File: src/rtl/mem_arbiter.sv
// Round-robin arbiter sharing one single-port BRAM between I-cache and D-cache miss paths.
// A D-side miss runs victim writeback then refill as one atomic sequence.
module mem_arbiter #(
    parameter int ADDR_W = 10,
    parameter int DATA_W = 32
) (
    input  logic              clka,
    input  logic              rst,
    input  logic              i_req,
    input  logic [ADDR_W-1:0] i_addr,
    output logic [DATA_W-1:0] i_rdata,
    output logic              i_ack,
    input  logic              d_req,
    input  logic              d_wb,
    input  logic [ADDR_W-1:0] d_wb_addr,
    input  logic [DATA_W-1:0] d_wb_data,
    input  logic              d_rd,
    input  logic [ADDR_W-1:0] d_addr,
    output logic [DATA_W-1:0] d_rdata,
    output logic              d_ack,
    output logic              m_en,
    output logic              m_we,
    output logic [ADDR_W-1:0] m_addr,
    output logic [DATA_W-1:0] m_wdata,
    input  logic [DATA_W-1:0] m_rdata,
    output logic              busy,
    output logic              grant
);

    localparam logic [2:0] S_IDLE = 3'd0;
    localparam logic [2:0] S_WB   = 3'd1;
    localparam logic [2:0] S_RD   = 3'd2;
    localparam logic [2:0] S_WAIT = 3'd3;
    localparam logic [2:0] S_DONE = 3'd4;

    logic [2:0]        state_q, state_d;
    logic              owner_q, owner_d;
    logic              last_q, last_d;
    logic              rd_need_q, rd_need_d;
    logic [ADDR_W-1:0] rd_addr_q, rd_addr_d;
    logic [ADDR_W-1:0] wb_addr_q, wb_addr_d;
    logic [DATA_W-1:0] wb_data_q, wb_data_d;
    logic [DATA_W-1:0] i_rdata_q, i_rdata_d;
    logic [DATA_W-1:0] d_rdata_q, d_rdata_d;
    logic              sel_dside;

    always_comb begin
        state_d   = state_q;
        owner_d   = owner_q;
        last_d    = last_q;
        rd_need_d = rd_need_q;
        rd_addr_d = rd_addr_q;
        wb_addr_d = wb_addr_q;
        wb_data_d = wb_data_q;
        i_rdata_d = i_rdata_q;
        d_rdata_d = d_rdata_q;
        sel_dside = 1'b0;
        case (state_q)
            S_IDLE: begin
                // On a tie the side that was not served last wins.
                sel_dside = d_req && (!i_req || !last_q);
                if (i_req || d_req) begin
                    owner_d = sel_dside;
                    last_d  = sel_dside;
                    if (sel_dside) begin
                        rd_addr_d = d_addr;
                        wb_addr_d = d_wb_addr;
                        wb_data_d = d_wb_data;
                        rd_need_d = d_rd;
                        if (d_wb)
                            state_d = S_WB;
                        else if (d_rd)
                            state_d = S_RD;
                        else
                            state_d = S_DONE;
                    end else begin
                        rd_addr_d = i_addr;
                        rd_need_d = 1'b1;
                        state_d   = S_RD;
                    end
                end
            end
            S_WB:   state_d = rd_need_q ? S_RD : S_DONE;
            S_RD:   state_d = S_WAIT;
            S_WAIT: begin
                if (owner_q)
                    d_rdata_d = m_rdata;
                else
                    i_rdata_d = m_rdata;
                state_d = S_DONE;
            end
            S_DONE: state_d = S_IDLE;
            default: state_d = S_IDLE;
        endcase
    end

    always_ff @(posedge clka) begin
        if (rst) begin
            state_q   <= S_IDLE;
            owner_q   <= 1'b0;
            last_q    <= 1'b1;
            i_rdata_q <= '0;
            d_rdata_q <= '0;
        end else begin
            state_q   <= state_d;
            owner_q   <= owner_d;
            last_q    <= last_d;
            i_rdata_q <= i_rdata_d;
            d_rdata_q <= d_rdata_d;
        end
    end

    // Latched operands need no reset: they are only read after a fresh grant.
    always_ff @(posedge clka) begin
        rd_need_q <= rd_need_d;
        rd_addr_q <= rd_addr_d;
        wb_addr_q <= wb_addr_d;
        wb_data_q <= wb_data_d;
    end

    always_comb begin
        m_en    = 1'b0;
        m_we    = 1'b0;
        m_addr  = '0;
        m_wdata = '0;
        case (state_q)
            S_WB: begin
                m_en    = 1'b1;
                m_we    = 1'b1;
                m_addr  = wb_addr_q;
                m_wdata = wb_data_q;
            end
            S_RD: begin
                m_en   = 1'b1;
                m_addr = rd_addr_q;
            end
            default: ;
        endcase
    end

    assign busy    = (state_q != S_IDLE);
    assign grant   = busy && owner_q;
    assign i_ack   = (state_q == S_DONE) && !owner_q;
    assign d_ack   = (state_q == S_DONE) && owner_q;
    assign i_rdata = i_rdata_q;
    assign d_rdata = d_rdata_q;

endmodule

File: config.mk
export PLATFORM = sky130hd
export DESIGN_NAME = mem_arbiter
export DESIGN_NICKNAME = d
export VERILOG_FILES = /design/src/rtl/mem_arbiter.sv
export SDC_FILE = /design/constraint.sdc
export NUM_CORES = 1
export LEC_CHECK = 0
export BUFFER_PORTS_ARGS = -buffer_cell sky130_fd_sc_hd__buf_2
export CORE_MARGIN = 4
export CORE_UTILIZATION = 50
export DETAILED_ROUTE_END_ITERATION = 10
export GPL_ROUTABILITY_DRIVEN = 0
export PLACE_DENSITY = 0.84
export SKIP_CTS_REPAIR_TIMING = 1
export SLEW_MARGIN = 20
export SYNTH_ARGS = -nofsm -noshare
export SYNTH_HDL_FRONTEND = slang
export SYNTH_SLANG_ARGS = --single-unit
File: constraint.sdc
create_clock -name clka -period 3.6 [get_ports clka]
set_input_delay 0.54 -clock clka [delete_from_list [all_inputs] [get_ports clka]]
set_output_delay 0.54 -clock clka [all_outputs]
set_load 0.02 [all_outputs]
==> reports/metrics.yaml <==
timing:
  worst_pin_slew_ns: 0.9493
  period_needed_ns: 2.586
  hold_viol: 0
  setup_tns_ns: 0
  slew_violations: 0
  fin_crit_sh: 0.7182
  finalSetupViolCount: 0
  rsz0062_at_grt: "no"
  max_slew_margin: 0.3671
  skew_ns: 0.008751
  timing.fmax_ghz: 0.3868
clock_tree:
  clkSinkCount: 122
  insertion_delay_ns: 0.49
  clk_path_buf_depth: 2
  ctsHtreeMaxLevel: 4
  cts_inserted_buffers: 17
  cts_tree: "done"
  clk_pin_slew_ns: 0.06
  cts-root-buf: "clkbuf_8"
worst_setup_path:
  cp_slowest_cell: "dfxtp_1"
  rr_startpoint: "state_q[2]"
  critPathKind: "flop to primary output"
  timing.critical_path.arrival_ns: 2.05
  ff2ff_setup_slack_ns: 1.55
  r2r_end: "wb_data_q[14]"
  crit_buf_inv: 2
  worstPathRequired_ns: 3.06
  ff2ff_path_depth: 2
  start_kind: "flop"
  cpPeakStageDelay_ns: 0.58
  cp.depth: 4
  crit_family: "flip-flops"
  worstPathCellList: "nor3b_4 > buf_4 > a22o_1 > buf_2"
  path_max_fanout: 44
  end_kind: "primary output"
synthesis:
  synth_warnings: 0
  ys_seq_area_frac: 0.6499
  ys_types: 33
  ys_seq_elements: 122
  synth_top_cell_area_share: 0.3479
  synthTopCellsByArea: "edfxtp_1, dfxtp_1, nand2_1, a21oi_1, and2_1"
  netlist_instances: 431
  synth_nets: 531
  avgSynthCellArea_um2: 10.61
  synth_area_um2: 4574
  yosysTopAreaCell: "edfxtp_1"
  async_flop_share: 0
  synth_edf_count: 53
  yosys_most_used_dff: "dfxtp_1"
floorplan:
  ios: 212
  die_w_um: 103.7
  dieHeight_um: 103.7
  die_area_um2: 10740
  core_region_area_um2: 8806
  row_count: 34
  initial_core_util: 0.5195
hold_path:
  whs_path_depth: 1
  holdPathEnd: "wb_data_q[0]"
  worstHoldPathType: "input pin to flop"
  holdCritStartpoint: "d_wb_data[0]"
power:
  p_leak_uw: 0.002755
  powerDensity_nw_per_um2: 574.6
  peakVddDrop_v: 0.0002922
finish:
  insertedDiodeCount: 0
  layout-drive-gt1-share: 0.4059
  mostFrequentLayoutCell: "buf_2"
  final_cells: 756
  area_growth_pct: 36.24
  design_area_um2: 6232
  fillers: 660
  final_cell_mix: "buf_2, nand2_1, dfxtp_1"
  nets: 735
run:
  cap_viol_max_count: 0
drt:
  drc_errors: 0
  first_pass_iters: 5
  drt-initial-drc-count: 174
  routed_wl_um: 11890
  vias: 3859
  ant_nets: 0
  wire_per_inst_um: 15.72
  viasPerCell: 5.104
grt:
  grt.overflow.total: 0
  grtUsageTotal: 0.2171
  grt_pass1_vias: 3850
  antenna_found_initial: 0
  grt_max_degree: 68
  grt_pass1_wl_um: 18970
placement:
  dpl.hpwl_um: 8341
  io_buffers: 211
  dp.cells: 724
  placedInstanceArea_um2: 5667
run_status:
  status: "complete, no violations"
kinds of logic (layout without fill, tap and decap cells):
kind of cell,after synthesis,after routing,synth area share
AND/OR/NAND/NOR,186,186,0.1901
flip-flops,122,122,0.6499
AO/OA/AOI/OAI,81,81,0.1028
buffers and inverters,32,249,0.03255
multiplexers,10,10,0.02462
worst max-delay path by stage:
stage / to / slack (ns) / start
after CTS: m_addr[6] / 0.97 / state_q[0]
after global routing: m_addr[0] / 0.86 / state_q[0]
after floorplan: wb_addr_q[0] / 1.11 / d_req
after global placement: wb_data_q[7] / 1.43 / i_req
final: m_addr[0] / 1.01 / state_q[0]
after detailed placement: wb_data_q[3] / 1.36 / i_req
layer usage:
layer / wire length, um / GRT usage / up-vias / part of all wire
li1: - / - / 1877 / -
met1: 4770 / 0.2586 / 1798 / 0.40
met2: 5924 / 0.3687 / 171 / 0.50
met3: 1040 / 0.07711 / 13 / 0.087
met4: 150 / 0.06933 / 0 / 0.013
met5: 0 / 0 / - / 0
synthesized netlist by cell type (2+ instances only):
cell type,number
dfxtp_1,69
edfxtp_1,53
nor2_1,5
nand2b_1,3
mux2_2,10
clkbuf_1,20
buf_6,2
and2_1,34
buf_2,8
a22o_1,10
and3_1,2
nand2_1,129
a21oi_1,66
per-stage QoR:
stage	worst slack (ns)	total power, uW	hold WS [ns]	util
after floorplan	1.107	1867	0.5026	-
after global placement	1.426	2020	0.4390	0.6434
after detailed placement	1.357	2037	0.4430	0.6435
after CTS	0.9737	3600	0.1991	0.7074
after global routing	0.8592	3715	0.1937	0.7077
final	1.014	3581	0.2201	0.7077
power by group:
part,total (uW),switching (uW),internal [uW]
clock network,1570,574,1000
registers,1580,39.9,1540
logic,423,262,161
total,3580,875,2710
flip-flops by register name, summed over array words and instances (netlist names):
name / count
rd_need_q: 1
state_q: 3
last_q: 1
i_rdata: 32
d_rdata: 32
wb_data_q: 32
rd_addr_q: 10
owner_q: 1
wb_addr_q: 10
area by class of cell:
type                    count  area, um2  share of cell area
multi-input cells         277       1461              0.2345
clock buffers              27      534.3             0.08573
clock inverters             5      28.78            0.004618
inverters                   1      3.754           0.0006023
flip-flops and latches    122       2973              0.4770
well taps                 108      135.1             0.02168
repair buffers            216       1096              0.1759
Note: power is estimated with default switching activity, not from simulation.
